===== config.mk =====
export PLATFORM = sky130hd
export DESIGN_NAME = pipelined_adder_stream
export DESIGN_NICKNAME = d
export VERILOG_FILES = /design/src/rtl/pipelined_adder_stream.sv
export SDC_FILE = /design/constraint.sdc
export NUM_CORES = 1
export LEC_CHECK = 0
export ABC_CLOCK_PERIOD_IN_PS = 4800
export CAP_MARGIN = 20
export CORE_UTILIZATION = 53
export CTS_CLUSTER_SIZE = 20
export DETAILED_ROUTE_END_ITERATION = 8
export PLACE_DENSITY_LB_ADDON = 0.05
export RECOVER_POWER = 100
export SYNTH_ARGS = -nofsm -noshare
export SYNTH_HDL_FRONTEND = slang
export SYNTH_SLANG_ARGS = --single-unit

===== constraint.sdc =====
create_clock -name clk -period 4.8 [get_ports clk]
set_clock_uncertainty 0.2 [all_clocks]
set_input_delay 1.44 -clock clk [delete_from_list [all_inputs] [get_ports clk]]
set_output_delay 1.44 -clock clk [all_outputs]
set_load 0.01 [all_outputs]

===== src/rtl/pipelined_adder_stream.sv =====
// Carry-segmented pipelined adder with a valid/ready stream handshake and full-pipe stall.
// Optional ADDSUB_EN adds an op_sub input that is carried with each beat.
module pipelined_adder_stream #(
    parameter int unsigned WIDTH  = 16,
    parameter int unsigned STAGES = 4
) (
    input  logic             clk,
    input  logic             reset,
    input  logic             in_valid,
    output logic             in_ready,
    input  logic [WIDTH-1:0] a,
    input  logic [WIDTH-1:0] b,
    input  logic             cin,
`ifdef ADDSUB_EN
    input  logic             op_sub,
`endif
    output logic             out_valid,
    input  logic             out_ready,
    output logic [WIDTH-1:0] sum,
    output logic             cout
);

    localparam int unsigned CW = WIDTH / STAGES;

    // Per-stage registers; a/b ride along as skew registers, s holds completed low chunks.
    logic             v_q [STAGES];
    logic             c_q [STAGES];
    logic [WIDTH-1:0] a_q [STAGES];
    logic [WIDTH-1:0] b_q [STAGES];
    logic [WIDTH-1:0] s_q [STAGES];

    // Stage inputs, taken from the ports for stage 0 and from the previous stage otherwise.
    logic             src_v [STAGES];
    logic             src_c [STAGES];
    logic [WIDTH-1:0] src_a [STAGES];
    logic [WIDTH-1:0] src_b [STAGES];
    logic [WIDTH-1:0] src_s [STAGES];

    logic             c_d [STAGES];
    logic [WIDTH-1:0] s_d [STAGES];

`ifdef ADDSUB_EN
    logic sub_q   [STAGES];
    logic src_sub [STAGES];
`endif

    logic stall;

    assign stall     = v_q[STAGES-1] && !out_ready;
    assign in_ready  = !stall;
    assign out_valid = v_q[STAGES-1];
    assign sum       = s_q[STAGES-1];
    assign cout      = c_q[STAGES-1];

    for (genvar k = 0; k < STAGES; k++) begin : g_stage
        logic [CW-1:0]    b_chunk;
        logic [CW:0]      part;
        logic [WIDTH-1:0] s_next;

        if (k == 0) begin : g_src_port
            assign src_v[k] = in_valid;
            assign src_c[k] = cin;
            assign src_a[k] = a;
            assign src_b[k] = b;
            assign src_s[k] = '0;
`ifdef ADDSUB_EN
            assign src_sub[k] = op_sub;
`endif
        end else begin : g_src_prev
            assign src_v[k] = v_q[k-1];
            assign src_c[k] = c_q[k-1];
            assign src_a[k] = a_q[k-1];
            assign src_b[k] = b_q[k-1];
            assign src_s[k] = s_q[k-1];
`ifdef ADDSUB_EN
            assign src_sub[k] = sub_q[k-1];
`endif
        end

`ifdef ADDSUB_EN
        assign b_chunk = src_sub[k] ? ~src_b[k][k*CW +: CW] : src_b[k][k*CW +: CW];
`else
        assign b_chunk = src_b[k][k*CW +: CW];
`endif

        assign part = {1'b0, src_a[k][k*CW +: CW]} + {1'b0, b_chunk} + {{CW{1'b0}}, src_c[k]};

        always_comb begin
            s_next = src_s[k];
            s_next[k*CW +: CW] = part[CW-1:0];
        end

        assign s_d[k] = s_next;
        assign c_d[k] = part[CW];
    end

    // Whole pipe advances together; a stalled output freezes every stage.
    always_ff @(posedge clk or negedge reset) begin
        if (!reset) begin
            for (int i = 0; i < STAGES; i++) begin
                v_q[i] <= 1'b0;
                c_q[i] <= 1'b0;
                a_q[i] <= '0;
                b_q[i] <= '0;
                s_q[i] <= '0;
`ifdef ADDSUB_EN
                sub_q[i] <= 1'b0;
`endif
            end
        end else if (!stall) begin
            for (int i = 0; i < STAGES; i++) begin
                v_q[i] <= src_v[i];
                c_q[i] <= c_d[i];
                a_q[i] <= src_a[i];
                b_q[i] <= src_b[i];
                s_q[i] <= s_d[i];
`ifdef ADDSUB_EN
                sub_q[i] <= src_sub[i];
`endif
            end
        end
    end

endmodule

After elaboration in Yosys (flattened, before gate mapping)
Cells that the tools add are included.
W data, S select, Z words.
Word-level totals
  input port bits: 37
  logic and storage cells: 29
  flip-flop bits (word level): 144
Cells by class
  reduce and logical (&&, ||, !) cells: 3
  add/sub/neg operators: 8
Operators with widths (number)
  $add A4 B4 Y5: 4
  $add A5 B1 Y5: 4
  $logic_not A1 Y1: 2
  $logic_and A1 B1 Y1: 1

Longest topological paths before layout
Gate-level depths: netlist of the first run.
  depth after elaboration: 3
  depth in mapped cells: 6
  gate-level depth less buffers: 6

Worst setup path after synthesis of the first run
OpenSTA, ideal clock, no wires.
  kind: input to output
  start: input out_ready
  end: output in_ready
  cell stages on the path: 4
  buffers on the path: 2
  data required time: 3.160 ns
  data arrival time: 1.831 ns
  path slack: 1.329 ns
  cells stage by stage: nor2b_4 -> inv_2 -> buf_6 -> buf_6
Between the ends
  cells in the longest elaborated chain, start to end: 3
RTL lines
  from (decl): line 18  | input logic out_ready,
  $logic_not A1 Y1: line 49  | assign stall = v_q[STAGES-1] && !out_ready;
  $logic_and A1 B1 Y1: line 49
  $logic_not A1 Y1
  to (decl): line 10  | output logic in_ready,
No other way between the ends.

Worst setup path in the final report of the first run
Same ends and word-level chain as after synthesis.

==> results of run 1 <==
==> layout make-up <==
class,instances,share of cell area (%)
Clock buffer,10,2.63
Clock inverter,5,1.21
Inverter,12,0.928
Multi-Input combinational cell,315,31.6
Sequential cell,96,49.5
Tap cell,99,2.55
Timing Repair Buffer,59,11.6
==> state kept, by name, summed over array words and instances, names as in the netlist <==
name            flops
b_q                24
src_v               3
out_valid           1
a_q                24
cout                1
g_stage.s_next     24
sum                16
c_q                 3
==> stage by stage <==
stage	total power [mW]	setup WS (ns)	cells	area, sq um	hold slack, ns
finish	2.90	0.352	596	4860	0.262
global route	3.18	0.334	596	4860	0.295
CTS	2.96	0.562	596	4870	0.275
detailed placement	2.46	0.568	581	4680	0.255
global placement	2.40	0.563	581	4680	0.248
floorplan	2.10	1.33	444	4120	0.230
==> cells by family (layout without fill, tap and decap cells) <==
kind of cell               count (synthesis)  count (layout)  share of synthesized area (%)
and+or+nand+nor                          255             255                           23.7
DFF                                       96              96                           58.3
AOI/OAI and AO/OA                         34              34                           4.71
buffers and inverters                     33              86                           4.43
adders and majority gates                 20              20                           7.53
xor gates and xnor gates                   6               6                           1.28
==> worst max-delay path by stage <==
stage              start  endpoint  slack [ns]  cells past startpoint
2_1_floorplan  out_ready  in_ready        1.33                      4
3_3_place_gp   out_ready  in_ready        0.56                      4
3_5_place_dp   out_ready  in_ready        0.57                      4
4_1_cts        out_ready  in_ready        0.56                      4
5_1_grt        out_ready  in_ready        0.33                      4
6_report       out_ready  in_ready        0.35                      4
==> synthesized netlist by cell type, types with 5 or more instances <==
master	count	area, sq um
a21o_1	5	37.5
a21oi_1	10	50.1
buf_2	14	70.1
dfrtp_1	96	2400
fa_1	8	160
ha_1	12	150
inv_1	11	41.3
nand2_1	239	897
nor2_1	11	41.3
o21ai_0	12	60.1
xor2_1	5	43.8
==> cell usage in the layout, fill, tap and decap left out <==
master           count
a21o_1               5
a21oi_1             10
a21oi_2              3
bufinv_16            1
clkbuf_1             2
clkbuf_2             4
clkbuf_8             9
clkdlybuf4s50_1     34
clkinv_2             1
clkinv_4             1
clkinvlp_4           2
dfrtp_1             96
dlygate4sd3_1       20
fa_1                 8
ha_1                12
inv_1               12
nand2_1            239
nand2b_1             1
nor2_1              11
nor2b_1              3
nor2b_4              1
o21ai_0             16
xnor2_1              1
xor2_1               5
==> power by group <==
group	leakage [nW]	total [mW]	internal [mW]	switching, mW
registers	1.16	1.35	1.16	0.189
clock network	0.0883	0.497	0.238	0.259
logic	1.27	1.05	0.481	0.570
==> metal layers <==
metal	part of all wire (%)	up-vias	track usage, %	routed length [microns]
met5	0	-	0	0
met4	1.9	0	8.47	126
met3	2.7	11	2.54	180
met2	46	50	30.7	3060
met1	49	1300	26.3	3270
li1	-	1460	-	-
==> worst max-delay path: stages <==
cell and delay [ns]:
dlygate4sd3_1 0.57, nor2b_4 0.13, inv_1 0.06, dlygate4sd3_1 0.60
==> impl_results.md, run 1 <==
* Sink Count at 96
* Row cnt at 31
* P_leak at 2.52 nW
* Die height at 90.2 microns
* DR vias at 2821
* Routed len/inst at 11.1 microns
* CTS tree: done
* Worst EP arrival at 2.81 ns
* Sequential cell area at 2400 sq um
* N_diodes at 0
* Syn. warnings at 0
* Largest net degree at the start of global routing at 101
* Critical R2R Launch: out_valid
* Detailed Route WL at 6.63 mm
* Final core occ at 65.9%
* Hold Crit Endpoint: sum[2]
* Max_cap viols at 3
* Setup Viol. Count Final at 0
* Multi-input logic area at 1530 sq um
* Max IR drop VDD at 0.273 mV
* Layout cell share with drive strength beyond 1 at 4.43%
* Worst Path Max Fanout at 2
* Clock Path Buffers at 2
* Initial antenna violation count at 0
* RR Endpoint: g_stage[1].s_next[2]
* Flops & latches, synth at 96
* Gr ovfl total at 0
* Final GP Congestion at 0.791
* Post-synthesis sequential area ratio at 58.3%
* Post-DRT Antenna Nets at 0
* Post-route setup TNS at 0 ns
* Die Width at 90.2 microns
* Drt pass-1 iters at 6
* Power Density at 596 nW/um^2
* # DRC at 0
* Number of flops mapped to enable cells by yosys at 0
* Clock transition at path regs at 0.08 ns
* Die Area at 8130 sq um
* Failing checks: max-capacitance violations, max-slew violations
* Post-Syn Area per Cell at 9.28 sq um
* Hold_sp: sum[2]
* Cts bufs inserted at 9
* Number of global-route vias before repair at 2781
* Routed vias/inst at 4.73
* Flop-to-flop setup slack at 2.09 ns
* Distinct cells, synth at 20
* Post-Syn Area at 4120 sq um
* Layout fillers at 653
* Final slew viol count at 241
* Root Buffer: clkbuf_8
* Synth Net Count at 501
* Prevailing post-synth register cell: dfrtp_1
* Critical path type: input port to output port
* Hold/Removal Path Class: flop to flop
* Worst Reg-to-Reg Cells at 5
* Crit. End Element: output port
* Hold Path Cell Cnt at 2
* Tmin final at 4.45 ns
* First-pass GRT wire length at 12.5 mm
* RSZ-0062 raised after global routing: no
* GRT Resource Usage Total at 19.1%
* CP startpoint kind: input port
* Post-CTS Setup Inserts at 0
* Final HPWL DP at 4.30 mm
* CTS resizes at 0
* Starting Density at 55.9%
* Run status: finished, violations left
* Core Area at 7370 sq um
* Worst-skew pair later-pin latency at 0.35 ns
* Syn-to-layout area delta at 17.9%
* I/O Buffers at 55
* Hold buffers post-CTS at 0
* H-tree levels at 3
* Required time of the critical path at 3.16 ns
* Synth Instances at 444
* Worst-Margin Slew at 2.41 ns
* Iteration-0 DRC Markers at 107
* Max-slew headroom at -60.5%
* Fmax at 0.225 GHz
* Ports at 56
* Final hold viol count at 0
* Layout Nets at 550
* Final Cycle Share at 92.7%
* Post-synth ARST share at 100%
No activity file was read; power rests on OpenSTA's default activity.
==> run 2: changes to the inputs <==
--- a/config.mk
+++ b/config.mk
@@ -5,6 +5,7 @@
 export SDC_FILE = /design/constraint.sdc
 export NUM_CORES = 1
 export LEC_CHECK = 0
+export ABC_AREA = 1
 export ABC_CLOCK_PERIOD_IN_PS = 4800
 export CAP_MARGIN = 20
 export CORE_UTILIZATION = 53
==> run 2 against run 1 <==
Compared with the run above: critical path type unchanged; highest routed layer unchanged; first-iteration DRC count increased by 40%; register-to-register slack lost 0.02 ns; clock power grew 5.0%; largest power group unchanged; the run still ends with max-capacitance violations, max-slew violations left; utilization is 0.36 points higher; fmax fell by 1.8%.
==> impl_results.md, run 2 <==
* Max_cap viols at 3
* Worst Reg-to-Reg Cells at 5
* I/O Buffers at 55
* Top delay family on crit path: buffers and inverters
* Flop pwr share at 45.8%
* Yosys top cell area share at 57.9%
* Power Density at 596 nW/um^2
* Final GP Congestion at 0.801
* Switching pwr at 1.04 mW
* Critical path type: input port to output port
* RSZ-0062 raised after global routing: no
* Core Area at 7410 sq um
* Die Width at 90.5 microns
* Final hold viol count at 0
* P_leak at 2.52 nW
* Post-synthesis sequential area ratio at 57.9%
* Hold Path Cell Cnt at 2
* Ports at 56
* Setup Viol. Count Final at 0
* Tmin final at 4.53 ns
* Initial antenna violation count at 0
* Failing checks: max-capacitance violations, max-slew violations
* Worst-skew pair later-pin latency at 0.34 ns
* Post-Syn Area per Cell at 9.02 sq um
* First-pass GRT wire length at 13.2 mm
* Worst path bufs/invs at 3
* Die Area at 8190 sq um
* Iteration-0 DRC Markers at 150
* N_diodes at 0
* Design area at 4910 sq um
* Layout cell share with drive strength beyond 1 at 4.08%
* Synth Instances at 460
* CTS tree: done
* CP max stage cell: dlygate4sd3_1
* DR vias at 2968
* Worst Path Max Fanout at 2
* Clk pwr share at 17.8%
* # DRC at 0
* Sink Count at 96
* Syn-to-layout area delta at 18.3%
* Routed vias/inst at 4.83
* Fmax at 0.221 GHz
* Crit. End Element: output port
* CTS resizes at 0
* Final HPWL DP at 4.66 mm
* Required time of the critical path at 3.16 ns
* Cts bufs inserted at 9
* Post-Syn Area at 4150 sq um
* Dpl cells at 598
* CP startpoint kind: input port
* Row cnt at 31
* Net Sw Frac at 35.5%
* Hold buffers post-CTS at 0
* Most common cell in the synthesized netlist: nand2_1
* Worst-Margin Slew at 2.81 ns
* Final Power at 2.93 mW
* Setup WS pre-CTS at 0.565 ns
* Post-CTS Setup Inserts at 0
* Gr ovfl total at 0
* Max IR drop VDD at 0.442 mV
* Max-slew headroom at -87.3%
* GRT Resource Usage Total at 19.9%
* Layout Nets at 567
* Number of flops mapped to enable cells by yosys at 0
* Largest net degree at the start of global routing at 99
* Root Buffer: clkbuf_8
* Worst EP arrival at 2.89 ns
* Placed cell areas at 4730 sq um
* Synth cell count leaders: nand2_1 (206), dfrtp_1 (96), o21ai_0 (43), inv_1 (37), nor2_1 (15)
* Routed len/inst at 11.8 microns
* Starting Density at 56.0%
* Non-Filler Instances at 614
* Final WS setup at 0.269 ns
* Syn. warnings at 0
* Final Cycle Share at 94.4%
* Number of global-route vias before repair at 2956
* Most frequent cells in the layout: nand2_1 (206), dfrtp_1 (96), o21ai_0 (43)
* Hold/Removal Path Class: flop to flop
* CP Cell Sequence: dlygate4sd3_1 > nor2_1 > inv_2 > clkdlybuf4s50_1
* Slowest cell delay on critical path at 0.54 ns
* Die height at 90.5 microns
* Prevailing post-synth register cell: dfrtp_1
* Crit. path cell count at 4
* H-tree levels at 3
* Detailed Route WL at 7.22 mm
* Post-synth ARST share at 100%
* Logic pwr share at 36.3%
* Area leader, netlist: dfrtp_1
* Drt pass-1 iters at 6
* Post-route setup TNS at 0 ns
* Clock transition at path regs at 0.09 ns
* Largest cells by area after synthesis: dfrtp_1 (58%), nand2_1 (19%), o21ai_0 (5.2%)
* Clock Path Buffers at 2
* Internal at 1.89 mW
* Run status: finished, violations left
* Synth Net Count at 517
* Distinct cells, synth at 19
* Final slew viol count at 250
* Commonest non-fill, non-tap cell in the layout: nand2_1
* Flops & latches, synth at 96
* Post-DRT Antenna Nets at 0
==> run 2: power groups by stage <==
stage | Clock, mW | Combinational [mW] | Sequential (mW)
floorplan | 0 | 0.717 | 1.35
global placement | 0 | 1.05 | 1.35
detailed placement | 0 | 1.08 | 1.36
CTS | 0.536 | 1.10 | 1.35
global route | 0.573 | 1.25 | 1.38
finish | 0.522 | 1.06 | 1.34
==> run 2: cell type report <==
type / instances / area [sq um]
fillers: 635 / 2500
flip-flops and latches: 96 / 2400
multi-input cells: 306 / 1470
repair buffers: 59 / 567
clock buffers: 14 / 163
inverters: 38 / 143
well taps: 99 / 124
clock inverters: 2 / 37.5
==> run 2: path summary, 6_finish.rpt <==
path / startpoint / endpoint / slack [ns]
max in group asynchronous: reset / b_q[58] / 0.94
hold / removal: src_v[0] / out_valid / 0.26
setup reg to reg: out_valid / a_q[53] / 2.07
min in group asynchronous: reset / sum[8] / 1.79
setup / recovery: out_ready / in_ready / 0.27
hold reg to reg: src_v[0] / out_valid / 0.26
==> run 2: tightest hold or removal path, stage by stage (launching register included) <==
cell and delay, ns:
dfrtp_1 0.33, inv_1 0.05, nand2_1 0.06
==> run 2: metal layers <==
metal,GRT usage (%),wire length (microns),share of wire (%)
met2,29.7,3290,46
met5,0,0,0
met4,7.53,87,1.2
met1,29.4,3570,49
met3,3.11,270,3.7
==> run 2: cells by family after synthesis <==
logic type,Yosys count,share of synthesized area [%]
buf+inv,58,6.42
flops,96,57.9
fa+ha+maj,20,7.48
compound gates,51,6.27
simple gates,235,21.9
==> run 2: per-stage QoR <==
step	utilization, %	hold WS [ns]
floorplan	-	0.220
global placement	63.8	0.243
detailed placement	63.8	0.247
CTS	66.5	0.270
global route	66.3	0.297
finish	66.3	0.261
==> edit 1 (settings of run 1) <==
`WIDTH`: 16 -> 14.
--- a/src/rtl/pipelined_adder_stream.sv
+++ b/src/rtl/pipelined_adder_stream.sv
@@ -1,7 +1,7 @@
 // Carry-segmented pipelined adder with a valid/ready stream handshake and full-pipe stall.
 // Optional ADDSUB_EN adds an op_sub input that is carried with each beat.
 module pipelined_adder_stream #(
-    parameter int unsigned WIDTH  = 16,
+    parameter int unsigned WIDTH  = 14,
     parameter int unsigned STAGES = 4
 ) (
     input  logic             clk,
Interface: changed (resized a, b and sum); port bits go from 56 to 50. No check against the original RTL was run, so the function may have changed too.
==> edit 1 against run 1 <==
The run still ends with capacitance limit, slew limit left; sequential cell count fell by 22; non-clock buffer count decreased by 14; worst setup slack better by 6.8 ps; wire length fell by 24%; synthesized cell count is 24% lower; count of clock-buffer cells in the layout stayed put; worst hold slack got worse by 3.5 ps; power is 16% lower; critical path depth is the same; final area is 21% lower; sequential share of layout area decreased by 1.3 points; combinational power shrank 21%; die area down 21%; synthesized area shrank 22%; critical path type unchanged; largest power group unchanged.
==> edit 1: results (changes against run 1) <==
<table>
<tr><th>Metric</th><th>Value</th></tr>
<tr><th colspan="2">Status</th></tr>
<tr><td>Run status</td><td>finished, violations left</td></tr>
<tr><td>Violated checks</td><td>capacitance limit, slew limit</td></tr>
<tr><th colspan="2">Detailed routing</th></tr>
<tr><td>Drt first pass iters</td><td>4 (-2)</td></tr>
<tr><td>Violation count after the first detailed-routing iteration</td><td>125 (+17%)</td></tr>
<tr><td>Routed wire length</td><td>5.06 mm (-24%)</td></tr>
<tr><th colspan="2">Worst setup path</th></tr>
<tr><td>Setup slack, reg-to-reg</td><td>2020 ps (-70 ps)</td></tr>
<tr><td>Depth of the most critical reg-to-reg path</td><td>4 (-1)</td></tr>
<tr><td>Signal arrival time at the worst endpoint</td><td>2800 ps (about the same)</td></tr>
<tr><th colspan="2">Cells and area</th></tr>
<tr><td>Total number of nets in the final design</td><td>424 (-23%)</td></tr>
<tr><td>Fraction of final layout cells sized beyond drive strength 1</td><td>0.0686 (+0.0243)</td></tr>
<tr><th colspan="2">Power and ir drop</th></tr>
<tr><td>Net switching power of the design</td><td>0.806 mW (-21%)</td></tr>
<tr><td>Static leakage</td><td>1.96 nW (-22%)</td></tr>
<tr><th colspan="2">Global route</th></tr>
<tr><td>Maximum number of pins on one net before global-route repair</td><td>93 (-7.9%)</td></tr>
<tr><td>Global-route wire length before repair</td><td>9.03 mm (-28%)</td></tr>
<tr><td>Total routing resource utilization after global routing</td><td>0.191 (about the same)</td></tr>
<tr><td>Via count of the first global-routing pass</td><td>2,088 (-25%)</td></tr>
<tr><th colspan="2">Synthesis</th></tr>
<tr><td>Library cells used by synthesis</td><td>21 (+5.0%)</td></tr>
<tr><td>Post-synthesis sequential area ratio</td><td>0.574 (-0.00914)</td></tr>
<tr><th colspan="2">Timing</th></tr>
<tr><td>Final worst-path setup slack</td><td>359 ps (+6.82 ps)</td></tr>
<tr><td>Slew Limit Headroom</td><td>-0.515 (+0.0896)</td></tr>
<tr><td>Final Max Tran Viols</td><td>224 (-7.1%)</td></tr>
<tr><td>Final worst hold slack</td><td>258 ps (-3.53 ps)</td></tr>
<tr><th colspan="2">Placed design</th></tr>
<tr><td>Worst Setup Slack post-DPL</td><td>539 ps (-28.7 ps)</td></tr>
<tr><td>Number of port buffers</td><td>43 (-22%)</td></tr>
<tr><td>Detailed Place HPWL</td><td>3.11 mm (-28%)</td></tr>
<tr><td>Global placer's final weighted congestion</td><td>0.725 (-8.4%)</td></tr>
<tr><th colspan="2">Hold path</th></tr>
<tr><td>Worst hold path endpoint</td><td>sum[1]</td></tr>
<tr><td>Startpoint of the most critical hold path</td><td>sum[1]</td></tr>
<tr><th colspan="2">Run</th></tr>
<tr><td>Number of maximum-capacitance violations</td><td>3 (unchanged)</td></tr>
</table>
edit 1: cell types whose count changed in the layout (fill, tap and decap cells not counted), sizes merged, moves of 4 or more:
cell | run 1 | this run
ha | 12 | 8
clkdlybuf4s50 | 34 | 27
dfrtp | 96 | 74
nand2 | 239 | 164
dlygate4sd3 | 20 | 15
o21ai | 16 | 9
edit 1: kinds of logic after synthesis:
group,share of synthesized area
simple gates,0.213
flops,0.574
buf+inv,0.0625
compound gates,0.0582
fa+ha+maj,0.0807
xor+xnor,0.0109
other cells,0.00116
edit 1: metrics by stage:
stage               cell area [um2]  instances  total power, mW
floorplan                      3230        337             1.65
global placement               3630        439             1.87
detailed placement             3630        439             1.90
CTS                            3860        454             2.48
global route                   3840        454             2.63
finish                         3840        454             2.42
edit 1: worst min-delay path, delay by kind of cell (launching register included):
family,cells,cell delay (ps)
DFF,1,340
and+or+nand+nor,2,100
edit 1: power by group through the flow:
| stage | logic [mW] | clock network (mW) | registers [mW] |
|---|---|---|---|
| after detailed placement | 0.860 | 0 | 1.05 |
| after global routing | 0.958 | 0.604 | 1.07 |
| after global placement | 0.836 | 0 | 1.03 |
| final | 0.826 | 0.568 | 1.03 |
| after floorplan | 0.607 | 0 | 1.05 |
| after CTS | 0.866 | 0.581 | 1.03 |
edit 1: layer usage:
layer  global-route usage  routed length [um]  vias to the layer above
met2                0.294                2330                       35
met4                0.123                 151                        0
met3               0.0434                 168                       13
met1                0.244                2410                      989
met5                    0                   0                        -
li1                     -                   -                     1101
edit 1: area by class of cell:
| type | count | area [um2] |
|---|---|---|
| multi-input cells | 230 | 1170 |
| well taps | 75 | 93.8 |
| inverters | 15 | 56.3 |
| clock inverters | 5 | 104 |
| fillers | 504 | 2040 |
| clock buffers | 10 | 128 |
| repair buffers | 45 | 434 |
| flip-flops and latches | 74 | 1850 |
==> edit 2 (flow settings as in run 1) <==
Made on the original files. Add a define of `ADDSUB_EN`.
--- a/src/rtl/pipelined_adder_stream.sv
+++ b/src/rtl/pipelined_adder_stream.sv
@@ -1,5 +1,7 @@
 // Carry-segmented pipelined adder with a valid/ready stream handshake and full-pipe stall.
 // Optional ADDSUB_EN adds an op_sub input that is carried with each beat.
+`define ADDSUB_EN
+
 module pipelined_adder_stream #(
     parameter int unsigned WIDTH  = 16,
     parameter int unsigned STAGES = 4
Ports: changed (added op_sub); port bits go from 56 to 57. The function was not compared with the original's and may differ.
==> edit 2 against run 1 <==
The run still ends with capacitance limit, slew limit left; sequential cell count increased by 3; worst hold slack improved by 4.3 ps; register-to-register slack about the same; count of clock-buffer cells in the layout increased by 1; synthesized area increased by 6.8%; wire length increased by 9.6%; power increased by 12%; synthesized cell count increased by 7.2%; final area increased by 5.7%; worst setup slack got worse by 23 ps; critical path depth unchanged; critical endpoint unchanged.
==> edit 2: results (changes against run 1) <==
<table>
<tr><th>Metric</th><th>Value</th></tr>
<tr><th colspan="2">Placed design</th></tr>
<tr><td>Global placer's final weighted congestion</td><td>0.695 (-12%)</td></tr>
<tr><td>Inst Count DP</td><td>612 (+5.3%)</td></tr>
<tr><td>Detailed Place HPWL</td><td>4.68 mm (+8.9%)</td></tr>
<tr><th colspan="2">Timing</th></tr>
<tr><td>Crit path time final</td><td>4470 ps (+23.4 ps)</td></tr>
<tr><td>Final Max Tran Viols</td><td>279 (+16%)</td></tr>
<tr><th colspan="2">Cells and area</th></tr>
<tr><td>Non-filler cells, final</td><td>627 (+5.2%)</td></tr>
<tr><td>Total number of nets in the final design</td><td>579 (+5.3%)</td></tr>
<tr><td>Post-route standard cell area excluding fillers</td><td>5130 um2 (+5.7%)</td></tr>
<tr><td>Fraction of final layout cells sized beyond drive strength 1</td><td>0.0343 (-0.00998)</td></tr>
<tr><td>FILL cells</td><td>689 (+5.5%)</td></tr>
<tr><th colspan="2">Status</th></tr>
<tr><td>Violated checks</td><td>capacitance limit, slew limit</td></tr>
<tr><td>Run status</td><td>finished, violations left</td></tr>
<tr><th colspan="2">Power and ir drop</th></tr>
<tr><td>Static leakage</td><td>2.63 nW (+4.2%)</td></tr>
<tr><td>VDD IR-drop max</td><td>0.407 mV (+49%)</td></tr>
<tr><th colspan="2">Synthesis</th></tr>
<tr><td>Synth Net Count</td><td>534 (+6.6%)</td></tr>
<tr><td>Synthesized instance count</td><td>476 (+7.2%)</td></tr>
<tr><td>Post-synthesis sequential area ratio</td><td>0.563 (-0.0199)</td></tr>
<tr><td>Largest cells by area after synthesis</td><td>sky130_fd_sc_hd__dfrtp_1 56%, sky130_fd_sc_hd__nand2_1 21%, sky130_fd_sc_hd__fa_1 3.6%, sky130_fd_sc_hd__ha_1 3.4%, sky130_fd_sc_hd__xor2_1 2.4%</td></tr>
<tr><th colspan="2">Worst setup path</th></tr>
<tr><td>Delay contributed by the slowest stage of the critical path</td><td>540 ps (-60 ps)</td></tr>
<tr><td>Signal arrival time at the worst endpoint</td><td>2830 ps (+20 ps)</td></tr>
<tr><td>End of the worst register-to-register path</td><td>sum[14]</td></tr>
<tr><th colspan="2">Run</th></tr>
<tr><td>Number of maximum-capacitance violations</td><td>3 (unchanged)</td></tr>
<tr><th colspan="2">Detailed routing</th></tr>
<tr><td>Routed vias/inst</td><td>4.84 (+2.3%)</td></tr>
<tr><th colspan="2">Global route</th></tr>
<tr><td>Routing usage on met2</td><td>0.306 (-0.000856)</td></tr>
<tr><td>Via count of the first global-routing pass</td><td>2,945 (+5.9%)</td></tr>
<tr><td>Total routing resource utilization after global routing</td><td>0.191 (-0.000418)</td></tr>
<tr><td>Met3 layer usage reported by global route</td><td>0.0325 (+0.00714)</td></tr>
</table>
## edit 2: cell count changes after synthesis, sizes merged, moves of 4 or more
cell,run 1,this run
nand2,239,243
nor3,0,4
a21oi,13,9
o31ai,0,4
xnor2,1,7
nor2,11,7
o21ai,16,10
o21a,0,8
xor2,5,12
## edit 2: cell type report
cell class | instances | area share
clock inverters | 4 | 0.00999
clock buffers | 11 | 0.0275
flip-flops and latches | 99 | 0.482
inverters | 15 | 0.0115
repair buffers | 59 | 0.111
well taps | 102 | 0.0249
multi-input cells | 337 | 0.333
## edit 2: metal layers
| metal | wire, um | share of wire |
|---|---|---|
| met1 | 3560 | 0.49 |
| met2 | 3300 | 0.45 |
| met3 | 265 | 0.036 |
| met4 | 139 | 0.019 |
| met5 | 0 | 0 |
## edit 2: where the power goes
| group | leakage [nW] | internal [mW] | total [mW] | switching (mW) |
|---|---|---|---|---|
| Sequential | 1.19 | 1.20 | 1.41 | 0.205 |
| Clock | 0.0954 | 0.253 | 0.526 | 0.273 |
| Combinational | 1.34 | 0.610 | 1.31 | 0.698 |
## edit 2: worst min path at each step
stage / start / endpoint / slack (ps) / depth (start not counted)
floorplan: src_v[0] / src_v[0] / 230 / 2
global placement: g_stage[2].s_next[0] / g_stage[2].s_next[0] / 250 / 2
detailed placement: src_v[0] / out_valid / 250 / 1
CTS: sum[5] / sum[5] / 270 / 2
global route: sum[1] / sum[1] / 290 / 2
finish: sum[5] / sum[5] / 270 / 2
## edit 2: cell families (layout without fill, tap and decap cells)
kind of cell	count (synthesis)	in the layout	share of synthesized area
simple gates	261	261	0.230
flops	99	99	0.563
buf+inv	40	89	0.0464
compound gates	37	37	0.0523
fa+ha+maj	20	20	0.0706
xor+xnor	19	19	0.0378
